**src/rtl/sha256_multiblock.sv**
```systemverilog
// SHA-256 over NUM_OF_WORDS big-endian words from a single-port word memory.
// The block generates its own padding, hashes every block and writes the digest back.
module sha256_multiblock #(
  parameter int unsigned NUM_OF_WORDS = 20
) (
  input  logic        clk,
  input  logic        reset_n,
  input  logic        start,
  input  logic [15:0] message_addr,
  input  logic [15:0] output_addr,
  output logic        done,
  output logic        mem_clk,
  output logic        mem_we,
  output logic [15:0] mem_addr,
  output logic [31:0] mem_write_data,
  input  logic [31:0] mem_read_data
);

  localparam int unsigned NUM_OF_BLOCKS = (NUM_OF_WORDS + 3 + 15) / 16;
  localparam logic [15:0] NumWords = 16'(NUM_OF_WORDS);
  localparam logic [15:0] LenIdx   = 16'(16 * NUM_OF_BLOCKS - 1);
  localparam logic [31:0] LenBits  = 32'(32 * NUM_OF_WORDS);
  localparam logic [7:0]  LastBlk  = 8'(NUM_OF_BLOCKS - 1);

  localparam logic [31:0] HInit [8] = '{
    32'h6a09e667, 32'hbb67ae85, 32'h3c6ef372, 32'ha54ff53a,
    32'h510e527f, 32'h9b05688c, 32'h1f83d9ab, 32'h5be0cd19
  };

  localparam logic [31:0] K [64] = '{
    32'h428a2f98, 32'h71374491, 32'hb5c0fbcf, 32'he9b5dba5, 32'h3956c25b, 32'h59f111f1,
    32'h923f82a4, 32'hab1c5ed5, 32'hd807aa98, 32'h12835b01, 32'h243185be, 32'h550c7dc3,
    32'h72be5d74, 32'h80deb1fe, 32'h9bdc06a7, 32'hc19bf174, 32'he49b69c1, 32'hefbe4786,
    32'h0fc19dc6, 32'h240ca1cc, 32'h2de92c6f, 32'h4a7484aa, 32'h5cb0a9dc, 32'h76f988da,
    32'h983e5152, 32'ha831c66d, 32'hb00327c8, 32'hbf597fc7, 32'hc6e00bf3, 32'hd5a79147,
    32'h06ca6351, 32'h14292967, 32'h27b70a85, 32'h2e1b2138, 32'h4d2c6dfc, 32'h53380d13,
    32'h650a7354, 32'h766a0abb, 32'h81c2c92e, 32'h92722c85, 32'ha2bfe8a1, 32'ha81a664b,
    32'hc24b8b70, 32'hc76c51a3, 32'hd192e819, 32'hd6990624, 32'hf40e3585, 32'h106aa070,
    32'h19a4c116, 32'h1e376c08, 32'h2748774c, 32'h34b0bcb5, 32'h391c0cb3, 32'h4ed8aa4a,
    32'h5b9cca4f, 32'h682e6ff3, 32'h748f82ee, 32'h78a5636f, 32'h84c87814, 32'h8cc70208,
    32'h90befffa, 32'ha4506ceb, 32'hbef9a3f7, 32'hc67178f2
  };

  typedef enum logic [2:0] {
    StIdle, StRead, StCompute, StUpdate, StWrite, StDone
  } state_e;

  function automatic logic [31:0] ror(input logic [31:0] x, input int unsigned n);
    return (x >> n) | (x << (32 - n));
  endfunction

  state_e      state_q, state_d;
  logic [6:0]  cnt_q, cnt_d;
  logic [7:0]  blk_q, blk_d;
  logic [15:0] maddr_q, maddr_d;
  logic [15:0] oaddr_q, oaddr_d;
  logic [31:0] hv_q [8];
  logic [31:0] hv_d [8];
  logic [31:0] s_q [8];   // working variables a..h
  logic [31:0] s_d [8];
  logic [31:0] w_q [16];  // w_q[0] is the schedule word of the current round
  logic [31:0] w_d [16];

  logic [15:0] rd_idx, in_idx;
  logic [31:0] in_word, w_next, t1, t2;

  assign mem_clk = clk;

  assign rd_idx = {4'd0, blk_q, 4'd0} + {9'd0, cnt_q};
  assign in_idx = rd_idx - 16'd1;

  always_comb begin
    if (in_idx < NumWords)       in_word = mem_read_data;
    else if (in_idx == NumWords) in_word = 32'h8000_0000;
    else if (in_idx == LenIdx)   in_word = LenBits;
    else                         in_word = 32'h0;
  end

  assign w_next = (ror(w_q[14], 17) ^ ror(w_q[14], 19) ^ (w_q[14] >> 10)) + w_q[9]
                + (ror(w_q[1], 7) ^ ror(w_q[1], 18) ^ (w_q[1] >> 3)) + w_q[0];

  assign t1 = s_q[7] + (ror(s_q[4], 6) ^ ror(s_q[4], 11) ^ ror(s_q[4], 25))
            + ((s_q[4] & s_q[5]) ^ (~s_q[4] & s_q[6])) + K[cnt_q[5:0]] + w_q[0];
  assign t2 = (ror(s_q[0], 2) ^ ror(s_q[0], 13) ^ ror(s_q[0], 22))
            + ((s_q[0] & s_q[1]) ^ (s_q[0] & s_q[2]) ^ (s_q[1] & s_q[2]));

  always_comb begin
    state_d        = state_q;
    cnt_d          = cnt_q;
    blk_d          = blk_q;
    maddr_d        = maddr_q;
    oaddr_d        = oaddr_q;
    hv_d           = hv_q;
    s_d            = s_q;
    w_d            = w_q;
    done           = 1'b0;
    mem_we         = 1'b0;
    mem_addr       = 16'h0;
    mem_write_data = 32'h0;

    case (state_q)
      StIdle: begin
        if (start) begin
          maddr_d = message_addr;
          oaddr_d = output_addr;
          hv_d    = HInit;
          blk_d   = 8'd0;
          cnt_d   = 7'd0;
          state_d = StRead;
        end
      end
      StRead: begin
        if (cnt_q < 7'd16) mem_addr = maddr_q + rd_idx;
        // Data for the address issued last cycle arrives now.
        if (cnt_q != 7'd0) begin
          for (int i = 0; i < 15; i++) w_d[i] = w_q[i+1];
          w_d[15] = in_word;
        end
        if (cnt_q == 7'd16) begin
          s_d     = hv_q;
          cnt_d   = 7'd0;
          state_d = StCompute;
        end else begin
          cnt_d = cnt_q + 7'd1;
        end
      end
      StCompute: begin
        s_d[0] = t1 + t2;
        s_d[1] = s_q[0];
        s_d[2] = s_q[1];
        s_d[3] = s_q[2];
        s_d[4] = s_q[3] + t1;
        s_d[5] = s_q[4];
        s_d[6] = s_q[5];
        s_d[7] = s_q[6];
        for (int i = 0; i < 15; i++) w_d[i] = w_q[i+1];
        w_d[15] = w_next;
        if (cnt_q == 7'd63) begin
          cnt_d   = 7'd0;
          state_d = StUpdate;
        end else begin
          cnt_d = cnt_q + 7'd1;
        end
      end
      StUpdate: begin
        for (int i = 0; i < 8; i++) hv_d[i] = hv_q[i] + s_q[i];
        blk_d   = blk_q + 8'd1;
        cnt_d   = 7'd0;
        state_d = (blk_q == LastBlk) ? StWrite : StRead;
      end
      StWrite: begin
        mem_we         = 1'b1;
        mem_addr       = oaddr_q + {13'd0, cnt_q[2:0]};
        mem_write_data = hv_q[cnt_q[2:0]];
        if (cnt_q == 7'd7) begin
          cnt_d   = 7'd0;
          state_d = StDone;
        end else begin
          cnt_d = cnt_q + 7'd1;
        end
      end
      StDone: begin
        done    = 1'b1;
        state_d = StIdle;
      end
      default: state_d = StIdle;
    endcase
  end

  always_ff @(posedge clk or negedge reset_n) begin
    if (!reset_n) begin
      state_q <= StIdle;
      cnt_q   <= 7'd0;
      blk_q   <= 8'd0;
      maddr_q <= 16'h0;
      oaddr_q <= 16'h0;
      for (int i = 0; i < 8; i++) begin
        hv_q[i] <= 32'h0;
        s_q[i]  <= 32'h0;
      end
      for (int i = 0; i < 16; i++) w_q[i] <= 32'h0;
    end else begin
      state_q <= state_d;
      cnt_q   <= cnt_d;
      blk_q   <= blk_d;
      maddr_q <= maddr_d;
      oaddr_q <= oaddr_d;
      hv_q    <= hv_d;
      s_q     <= s_d;
      w_q     <= w_d;
    end
  end

endmodule

```
**config.mk**
```make
export PLATFORM = sky130hd
export DESIGN_NAME = sha256_multiblock
export DESIGN_NICKNAME = d
export VERILOG_FILES = /design/src/rtl/sha256_multiblock.sv
export SDC_FILE = /design/constraint.sdc
export NUM_CORES = 2
export LEC_CHECK = 0
export BUFFER_PORTS_ARGS = -buffer_cell sky130_fd_sc_hd__buf_2
export CAP_MARGIN = 20
export CORE_MARGIN = 2
export CORE_UTILIZATION = 45
export CTS_CLUSTER_DIAMETER = 150
export DETAILED_ROUTE_END_ITERATION = 8
export GPL_TIMING_DRIVEN = 0
export SYNTH_ARGS = -nofsm -noshare
export SYNTH_HDL_FRONTEND = slang
export SYNTH_SLANG_ARGS = --single-unit
```
**constraint.sdc**
```tcl
create_clock -name clk -period 10.2 [get_ports clk]
set_input_delay 0.51 -clock clk [delete_from_list [all_inputs] [get_ports clk]]
set_output_delay 0.51 -clock clk [all_outputs]
set_load 0.05 [all_outputs]
```
==> PnR_summary.wiki <==
{| class="wikitable"
! Metric !! Value
|-
| Number of pins with negative max-slew slack in the final report || 0
|-
| Transition time at the pin with the least slew margin || 1.38 ns
|-
| Most common cell after layout, fill and taps aside || sky130_fd_sc_hd__nand2_1
|-
| Standard cell with the maximum stage delay on the critical path || sky130_fd_sc_hd__a221oi_1
|-
| Global placer's final weighted congestion || 1.03
|-
| Max-cap check violation count || 0
|-
| Setup slack on the worst flop-to-flop path || 0.25 ns
|-
| Proportion of synthesized chip area in sequential cells || 0.368
|-
| Post-route minimum period || 9.95 ns
|-
| Core area || 161,000 µm²
|-
| Max Freq || 0.101 GHz
|-
| FF+latch count, synth || 1,074
|-
| Number of iterations in the first detailed-routing pass || 8
|-
| WL per Instance || 27.4 µm
|-
| Routed vias || 64.9k
|-
| Status || finished, final reports clean
|-
| Path type of the worst setup path || flop to flop
|-
| RSZ-0062 raised after global routing || false
|-
| Setup crit end kind || flop
|-
| Synthesis warning total || 0
|-
| Util after Layout || 0.514
|-
| Library cell with the largest summed area after synthesis || sky130_fd_sc_hd__dfrtp_1
|-
| Synth Flop Type || sky130_fd_sc_hd__dfrtp_1
|-
| Share of flip-flops with an asynchronous set or reset after synthesis || 1.00
|-
| Chip width || 407 µm
|-
| Post-route DRC violation count || 0
|-
| Die boundary height || 407 µm
|-
| Count of input and output buffers || 117
|-
| Ratio of routed vias to standard cells || 5.91
|-
| Starting DRT DRC Count || 7,901
|-
| Number of setup violations in the final report || 0
|-
| Share of post-route cells with drive strength above 1 || 0.0662
|-
| Unique cell type count in the Yosys netlist || 91
|-
| Dominant cells by area after synthesis || sky130_fd_sc_hd__dfrtp_1 37%, sky130_fd_sc_hd__nand2_1 10%, sky130_fd_sc_hd__ha_1 7.3%
|-
| Residual antenna-violating net count after detailed routing || 0
|-
| Latest clock arrival within the worst-skew pair || 0.94 ns
|-
| Clock skew || 0.0350 ns
|-
| Total half-perimeter wirelength after legalization and detailed placement || 239 mm
|-
| Global-route wire length before repair || 432 mm
|-
| Area growth, synth to finish || 13.2%
|-
| Post-synthesis net count || 9,030
|-
| Most numerous cell on the critical path || sky130_fd_sc_hd__o21ai_0
|-
| Vias in the first global route || 61.5k
|-
| Initial standard-cell utilization of the core || 0.454
|-
| Total GRT Usage || 0.362
|-
| Largest net degree at the start of global routing || 160
|-
| Largest fanout of any net on the critical path || 11
|-
| Critical path's largest stage delay || 0.97 ns
|-
| Row cnt || 147
|-
| Final #Nets || 9,407
|-
| Number of top-level design ports || 118
|-
| Wire length reported by the detailed router || 301 mm
|-
| Clock tree from TritonCTS || yes
|-
| Multi-input logic area || 42,700 µm²
|-
| Share of the synthesized area in the top cell type || 0.368
|-
| Number of buffer and inverter instances along the worst setup path || 4
|-
| Storage element area || 26,900 µm²
|-
| Normalized max-slew margin || 0.0797
|-
| Global route total overflow || 0
|-
| CP top delay family || compound AO/OA/AOI/OAI gates
|-
| Min-delay worst type || primary input to flop
|-
| Mapped Cells || 8,342
|-
| Type of origin of the critical path || flop
|-
| Final-layout fill cell count || 15.4k
|-
| Final Hold Violating Endpoints || 0
|-
| Arrival @ worst endpoint || 10.75 ns
|-
| Total Die Area || 165,000 µm²
|-
| Highest-count cells in the layout ignoring fill and taps || 1,994 x sky130_fd_sc_hd__nand2_1, 1,072 x sky130_fd_sc_hd__dfrtp_1, 708 x sky130_fd_sc_hd__o21ai_0
|-
| Synthesized area divided by synthesized cell count || 8.75 µm²
|-
| Area of the mapped netlist || 73,000 µm²
|-
| Initial antenna violation count || 23
|-
| Number of flops mapped to enable cells by yosys || 0
|-
| Final Cycle Share || 0.975
|-
| Data required time of the worst path || 11.00 ns
|-
| Worst-path clk slew || 0.06 ns
|}
## tightest hold or removal path: cells and delay by family
kind                   cells  cell delay, ns
AOI/OAI and AO/OA          2            0.38
buffers and inverters      1            0.10
## state kept, by name, indices dropped and copies added, names as in the netlist
| name | count |
|---|---|
| blk_q | 8 |
| cnt_q | 7 |
| hv_q | 256 |
| maddr_q | 16 |
| oaddr_q | 16 |
| s_q | 256 |
| state_q | 3 |
| w_q | 512 |
## cells in the mapped netlist (13+ instances only)
library cell and n:
sky130_fd_sc_hd__mux4_2 70, sky130_fd_sc_hd__ha_1 423, sky130_fd_sc_hd__or3_1 35, sky130_fd_sc_hd__xnor2_1 319
sky130_fd_sc_hd__nand4_1 21, sky130_fd_sc_hd__inv_1 471, sky130_fd_sc_hd__dfrtp_1 1074, sky130_fd_sc_hd__buf_1 56
sky130_fd_sc_hd__xor2_1 296, sky130_fd_sc_hd__nand3_1 104, sky130_fd_sc_hd__o21ai_0 710, sky130_fd_sc_hd__o22ai_1 35
sky130_fd_sc_hd__nand2b_1 54, sky130_fd_sc_hd__clkbuf_1 409, sky130_fd_sc_hd__a211o_1 17, sky130_fd_sc_hd__o31ai_1 30
sky130_fd_sc_hd__nand2_1 1994, sky130_fd_sc_hd__o311ai_0 17, sky130_fd_sc_hd__a21o_1 211, sky130_fd_sc_hd__mux2_2 43
sky130_fd_sc_hd__nor2b_1 41, sky130_fd_sc_hd__nor2_1 336, sky130_fd_sc_hd__nor3b_1 13, sky130_fd_sc_hd__o21a_1 70
sky130_fd_sc_hd__a22o_1 13, sky130_fd_sc_hd__mux2i_1 258, sky130_fd_sc_hd__a221oi_1 20, sky130_fd_sc_hd__and3_1 40
sky130_fd_sc_hd__a211oi_1 37, sky130_fd_sc_hd__nor3_1 76, sky130_fd_sc_hd__o21bai_1 49, sky130_fd_sc_hd__o22a_1 29
sky130_fd_sc_hd__o211ai_1 40, sky130_fd_sc_hd__a31oi_1 60, sky130_fd_sc_hd__and2_1 13, sky130_fd_sc_hd__fa_1 198
sky130_fd_sc_hd__a21oi_1 480
## cell type report
cell class	count	share of cell area
Clock inverter	45	0.00748
Multi-Input combinational cell	6327	0.516
Timing Repair Buffer	239	0.0264
Antenna cell	8	0.000242
Sequential cell	1074	0.325
Tap cell	2160	0.0327
Clock buffer	194	0.0481
Inverter	472	0.0215
Buffer	467	0.0219
## metrics by stage
stage	cells	setup TNS, ns	cell area [µm²]	hold WS (ns)	setup WS (ns)
after floorplan	8342	0	73000	0.214	1.73
after global placement	10619	-	76300	0.450	-15.88
after detailed placement	10672	-15.33	77200	0.454	-1.45
after CTS	10971	0	82400	0.0760	0.0527
after global routing	10980	0	82600	0.168	0.00138
final	10986	0	82600	0.112	0.250
## per-layer routing
metal | global-route usage | part of all wire
met3 | 0.100 | 0.11
met1 | 0.524 | 0.44
met5 | 0 | 0.00034
met4 | 0.130 | 0.039
met2 | 0.516 | 0.41
## path summary, 6_finish.rpt
| kind | startpoint | endpoint | cells after the start |
|---|---|---|---|
| setup / recovery | cnt_q[1] | s_q[255] | 35 |
| hold / removal | mem_read_data[18] | w_q[18] | 3 |
| setup reg to reg | cnt_q[1] | s_q[255] | 35 |
| hold reg to reg | w_q[116] | w_q[148] | 2 |
| max in group asynchronous | reset_n | w_q[190] | 5 |
| min in group asynchronous | reset_n | hv_q[201] | 2 |
## timing repair
item | in CTS | in global routing
endpoints found under the hold margin | 195 | 0
setup endpoints to repair | 26 | 7
resized for setup | 17 | 45
buffers inserted | 0 | 4
hold buffers | 62 | 0
pin swaps | 1 | 1
## cell families after synthesis
logic type | share of synthesized area
AOI/OAI and AO/OA | 0.162
xor gates and xnor gates | 0.0738
adders and majority gates | 0.127
buffers and inverters | 0.0485
DFF | 0.368
muxes | 0.0636
and+or+nand+nor | 0.157
Power is left out: the tool's default activity adds up to more than one toggle a clock period on the data nets, which glitch-free logic cannot reach.
